==> src/rtl/mmio_pkg.sv <==
// Shared address map and decode for the MMIO I/O controller.
// MMIO_IRQ_EN adds the MASK register to the decode.
package mmio_pkg;

   localparam logic [15:0] ADDR_MASK = 16'hFFEC;
   localparam logic [15:0] ADDR_SW   = 16'hFFF0;
   localparam logic [15:0] ADDR_BTN  = 16'hFFF4;
   localparam logic [15:0] ADDR_EVT  = 16'hFFF8;
   localparam logic [15:0] ADDR_LED  = 16'hFFFC;

   typedef enum logic [2:0] {
      REG_NONE, REG_MASK, REG_SW, REG_BTN, REG_EVT, REG_LED
   } io_reg_t;

   // Exact-match decode: unaligned offsets fall through to REG_NONE.
   function automatic io_reg_t io_decode(input logic [15:0] addr);
      io_reg_t r;
      case (addr)
         ADDR_SW:   r = REG_SW;
         ADDR_BTN:  r = REG_BTN;
         ADDR_EVT:  r = REG_EVT;
         ADDR_LED:  r = REG_LED;
`ifdef MMIO_IRQ_EN
         ADDR_MASK: r = REG_MASK;
`endif
         default:   r = REG_NONE;
      endcase
      return r;
   endfunction

endpackage

==> src/rtl/mmio_debounce.sv <==
// Per-button debouncer: stable follows din_sync only after DEB_CYCLES
// consecutive disagreeing cycles; rise flags the cycle stable goes 0->1.
module mmio_debounce #(
   parameter int DEB_CYCLES = 16
) (
   input  logic clk,
   input  logic rst,
   input  logic din_sync,
   output logic stable,
   output logic rise
);

   localparam int CW = $clog2(DEB_CYCLES);

   logic [CW-1:0] cnt;
   logic          take;

   // cnt tops out at DEB_CYCLES-1 because reaching it always clears it.
   assign take = (din_sync != stable) && (cnt == CW'(DEB_CYCLES - 1));
   assign rise = take & din_sync;

   always_ff @(posedge clk or negedge rst) begin
      if (!rst) begin
         cnt    <= '0;
         stable <= 1'b0;
      end else if (din_sync == stable) begin
         cnt    <= '0;
      end else if (take) begin
         stable <= din_sync;
         cnt    <= '0;
      end else begin
         cnt    <= cnt + CW'(1);
      end
   end

endmodule

==> src/rtl/mmio_io_ctrl.sv <==
// Memory-mapped switch/button/LED port with sticky W1C press events.
// Define MMIO_IRQ_EN to add the MASK register and the irq output.
module mmio_io_ctrl
   import mmio_pkg::*;
#(
   parameter int WIDTH      = 32,
   parameter int NUM_SW     = 10,
   parameter int NUM_BTN    = 2,
   parameter int NUM_LED    = 10,
   parameter int DEB_CYCLES = 16
) (
   input  logic               clk,
   input  logic               rst,
   input  logic [WIDTH-1:0]   addr,
   input  logic               wr_en,
   input  logic [WIDTH-1:0]   wr_data,
   output logic [WIDTH-1:0]   rd_data,
   output logic               io_hit,
   input  logic [NUM_BTN-1:0] buttons,
   input  logic [NUM_SW-1:0]  switches,
   output logic [NUM_LED-1:0] leds
`ifdef MMIO_IRQ_EN
   ,
   output logic               irq
`endif
);

   logic [NUM_SW-1:0]  sw_meta, sw_sync;
   logic [NUM_BTN-1:0] btn_meta, btn_sync;
   logic [NUM_BTN-1:0] btn_stable, btn_rise;
   logic [NUM_BTN-1:0] evt, evt_clr;
   logic [WIDTH-1:0]   rd_next;
   io_reg_t            reg_sel;
   logic               unused_bits;

   // Only the low half of the address and the low data bits matter.
   assign unused_bits = ^{addr[WIDTH-1:16], wr_data};

   assign reg_sel = io_decode(addr[15:0]);
   assign io_hit  = (reg_sel != REG_NONE);
   assign evt_clr = (wr_en && reg_sel == REG_EVT) ? wr_data[NUM_BTN-1:0] : '0;

   always_ff @(posedge clk or negedge rst) begin
      if (!rst) begin
         sw_meta  <= '0;
         sw_sync  <= '0;
         btn_meta <= '0;
         btn_sync <= '0;
      end else begin
         sw_meta  <= switches;
         sw_sync  <= sw_meta;
         btn_meta <= buttons;
         btn_sync <= btn_meta;
      end
   end

   for (genvar i = 0; i < NUM_BTN; i++) begin : g_btn
      mmio_debounce #(.DEB_CYCLES(DEB_CYCLES)) u_deb (
         .clk      (clk),
         .rst      (rst),
         .din_sync (btn_sync[i]),
         .stable   (btn_stable[i]),
         .rise     (btn_rise[i])
      );
   end

`ifdef MMIO_IRQ_EN
   logic [NUM_BTN-1:0] mask;

   always_ff @(posedge clk or negedge rst) begin
      if (!rst) begin
         mask <= '0;
         irq  <= 1'b0;
      end else begin
         if (wr_en && reg_sel == REG_MASK) mask <= wr_data[NUM_BTN-1:0];
         irq <= |(evt & mask);
      end
   end
`endif

   always_comb begin
      rd_next = '0;
      case (reg_sel)
         REG_SW:   rd_next[NUM_SW-1:0]  = sw_sync;
         REG_BTN:  rd_next[NUM_BTN-1:0] = btn_stable;
         REG_EVT:  rd_next[NUM_BTN-1:0] = evt;
         REG_LED:  rd_next[NUM_LED-1:0] = leds;
`ifdef MMIO_IRQ_EN
         REG_MASK: rd_next[NUM_BTN-1:0] = mask;
`endif
         default:  ;
      endcase
   end

   // A fresh rise overrides a same-cycle clear so no press is lost.
   always_ff @(posedge clk or negedge rst) begin
      if (!rst) begin
         evt     <= '0;
         leds    <= '0;
         rd_data <= '0;
      end else begin
         evt     <= (evt & ~evt_clr) | btn_rise;
         if (wr_en && reg_sel == REG_LED) leds <= wr_data[NUM_LED-1:0];
         rd_data <= rd_next;
      end
   end

endmodule
==> config.mk <==
export PLATFORM = sky130hd
export DESIGN_NAME = mmio_io_ctrl
export DESIGN_NICKNAME = d
export VERILOG_FILES = /design/src/rtl/mmio_pkg.sv /design/src/rtl/mmio_debounce.sv /design/src/rtl/mmio_io_ctrl.sv
export SDC_FILE = /design/constraint.sdc
export NUM_CORES = 1
export LEC_CHECK = 0
export BUFFER_PORTS_ARGS = -buffer_cell sky130_fd_sc_hd__buf_4
export CORE_AREA = 2 2 79 73
export DETAILED_ROUTE_END_ITERATION = 16
export DIE_AREA = 0 0 81 75
export GPL_TIMING_DRIVEN = 1
export MAX_ROUTING_LAYER = met4
export PLACE_DENSITY = 0.78
export REMOVE_ABC_BUFFERS = 1
export SETUP_SLACK_MARGIN = 0.3
export SYNTH_ARGS = -nofsm -noshare
export SYNTH_HDL_FRONTEND = slang
export SYNTH_SLANG_ARGS = --single-unit
==> constraint.sdc <==
create_clock -name clk -period 3 [get_ports clk]
set_clock_uncertainty 0.05 [all_clocks]
set_input_delay 0.6 -clock clk [delete_from_list [all_inputs] [get_ports clk]]
set_output_delay 0.6 -clock clk [all_outputs]
set_load 0.01 [all_outputs]
==> out/results.ini <==
[clocking]
cts_tree = done
clock-sinks = 56
root_buffer = clkbuf_8
clock_latency_ps = 300
cts_buffers = 5
postCtsSetupBuffers = 0
cts_buffer_depth = 2
htree_levels = 2
clk_pin_slew_worst_paths_ps = 100

[routing]
wl_per_cell_um = 12.7
ant_nets = 0
dr.pass1.iters = 4
num_vias = 1453
totalWireLength_um = 3920
drtIter0Drc = 31
vias_per_cell = 4.70
drc = 0

[power_and_ir_drop]
p_int_uw = 991
ir_drop_uv = 299
switching_share = 0.234
p_sw_uw = 303
p_per_area_nw_per_um2 = 461
p_seq_frac = 0.609
power.leakage_uw = 0.00136
p_comb_frac = 0.076
clock_power_share = 0.314

[timing]
rsz0062_at_grt = true
hold_violations = 0
relSlewSlack = 0.556
setup_viol = 0
maxSlewViolCount = 0
worst_slew_pin_slew_ps = 665
max_freq_ghz = 0.372
fin_hold_ws_ps = 270
post-route-period-util = 0.895
setup_tns_ps = 0
period_needed_ps = 2690
worst_slack_ps = 315

[global_route]
grt-ovfl-total = 0
grtUsageTotal = 0.142
antenna_found_initial = 0
grt_pass1_wl_um = 6260
grt_pass1_vias = 1383
grt_max_degree = 57

[flow_run]
drv_cap = 0

[critical_path]
critPathTopFamily = simple AND/OR/NAND/NOR gates
slowest_delay_ps = 520
critPathBufInv = 2
cp_data_arrival_time_ps = 2040
startpoint_type = input port
path_cells = buf_4, nand4b_1, or4_4, or2_4, ha_4, a21oi_2, buf_4
cp_slowest_cell = or4_4
crit_required_ps = 2350
crit_top_cell = buf_4
end_kind = output port
path_max_fanout = 4
worstSetupPathType = input port to output port

[floorplanning]
die_h_um = 75
pin_count = 122
coreArea_um2 = 5190
start_util = 0.429
die_w_um = 81
die_area_um2 = 6080
rows = 25

[synth]
netlist_instances = 175
synth_warnings = 0
synth_seq_cells = 56
syn-mean-instance-area_um2 = 12.7
netlist_area_um2 = 2230
ys_seq_area_frac = 0.629
synthDistinctLibCells = 30

[placement]
place.gp.congestion = 0.709
dp_cells = 301
dp_hpwl_um = 2920
dp_slack_ps = 138
port_buffers = 61

[final_layout]
areaGrowthSynthToFinish_pct = 25.9
nNetsFinal = 323
fin_cells = 309
drive_gt1_frac = 0.380
num_antenna_cells = 0
fill_cells = 481

[status]
outcome = finished clean

[hold_path]
hold_path_class = input port to async pin

-- registers in the layout, indices dropped and copies added, names as in the netlist --
| signal | flops |
|---|---|
| sw_meta | 10 |
| evt | 2 |
| rd_data | 10 |
| sw_sync | 10 |
| leds | 10 |
| g_btn.u_deb.cnt | 8 |
| btn_sync | 2 |
| btn_meta | 2 |
| g_btn.u_deb.stable | 2 |
-- through the flow --
step / util / instance area (µm²) / power (µW)
2_1_floorplan: - / 2120 / 837
3_3_place_gp: 0.519 / 2690 / 900
5_1_grt: 0.540 / 2810 / 1360
4_1_cts: 0.540 / 2810 / 1310
3_5_place_dp: 0.519 / 2690 / 904
6_report: 0.540 / 2810 / 1290
-- cell usage in the layout (no fill, tap or decap), types with 2 or more instances in the layout --
master    instances
a21oi_1          12
a311oi_1          2
buf_4            65
clkbuf_8          5
conb_1           22
dfrtp_1          56
ha_1              2
mux2_2           14
mux2i_1           2
nand2_1           9
nand2b_1          3
nand3_1          11
nand4b_1          5
nor2_1            4
nor2b_1           2
nor3_1            2
nor3b_1           3
o21ai_0           5
xnor2_1           4
-- per-layer routing --
metal  track usage  vias up  part of all wire
li1              -      688                 -
met1         0.165      709              0.40
met2         0.243       54              0.51
met3        0.0468        2             0.086
met4        0.0282        0            0.0020
met5             -        -                 0
-- cell usage after synthesis --
| library cell | instances | area share |
|---|---|---|
| xnor2_1 | 4 | 0.016 |
| conb_1 | 1 | 0.0017 |
| or2_2 | 1 | 0.0028 |
| buf_4 | 22 | 0.074 |
| nand4b_1 | 5 | 0.020 |
| nand2b_1 | 3 | 0.0084 |
| and2_1 | 1 | 0.0028 |
| clkbuf_1 | 2 | 0.0034 |
| nor2_8 | 1 | 0.0090 |
| nand4_1 | 1 | 0.0028 |
| mux2_2 | 14 | 0.071 |
| ha_1 | 3 | 0.017 |
| nor3_1 | 2 | 0.0045 |
| or4_1 | 1 | 0.0034 |
| nand3_1 | 11 | 0.025 |
| nor2_1 | 4 | 0.0067 |
| nor3b_1 | 3 | 0.010 |
| a311oi_1 | 2 | 0.0079 |
| a21oi_1 | 13 | 0.029 |
| nor2b_1 | 2 | 0.0056 |
| a21o_1 | 1 | 0.0034 |
| mux2i_1 | 2 | 0.0090 |
| inv_1 | 1 | 0.0017 |
| dfrtp_1 | 56 | 0.63 |
| buf_2 | 2 | 0.0045 |
| o21ai_0 | 5 | 0.011 |
| a31oi_1 | 1 | 0.0028 |
| clkinv_1 | 1 | 0.0017 |
| buf_1 | 1 | 0.0017 |
| nand2_1 | 9 | 0.015 |
-- power groups by stage --
stage,combinational (µW),sequential (µW),clock [µW]
CTS,101,789,417
global placement,97.6,802,0
global route,113,792,451
floorplan,36.1,801,0
finish,98.6,789,407
detailed placement,100,804,0
-- path summary, 6_finish.rpt --
kind	from	end	slack [ps]	depth (start not counted)
max	addr[0]	io_hit	310	7
min	rst	btn_sync[0]$_DFF_PN0_	270	1
max reg2reg	g_btn[0].u_deb.cnt[0]$_DFF_PN0_	g_btn[0].u_deb.stable$_DFFE_PN0P_	1690	3
min reg2reg	sw_meta[0]$_DFF_PN0_	sw_sync[0]$_DFF_PN0_	310	0
max in group asynchronous	rst	g_btn[1].u_deb.cnt[0]$_DFF_PN0_	2170	1
min in group clk	sw_meta[0]$_DFF_PN0_	sw_sync[0]$_DFF_PN0_	310	0
-- timing repair --
item                       4_1_cts  5_1_grt
setup endpoints to repair        1        1
resized for setup                5        0
pin swaps                        1        0
hold buffers                     0        0
-- layout make-up --
type,count,area [µm²],area share
Tap cell,67,83.8,0.0299
Multi-Input combinational cell,111,734,0.262
Clock buffer,5,68.8,0.0245
Sequential cell,56,1400,0.500
Inverter,2,7.51,0.00268
Clock inverter,3,21.3,0.00758
Timing Repair Buffer,65,488,0.174
-- cell families after synthesis --
logic type                 after synthesis  synth area share
DFF                                     56             0.629
adders and majority gates                3            0.0168
buffers and inverters                   29            0.0870
and+or+nand+nor                         44             0.116
AOI/OAI and AO/OA                       22            0.0545
other                                    1           0.00168
muxes                                   16            0.0797
xor gates and xnor gates                 4            0.0157
(Power assumes the default switching activity.)
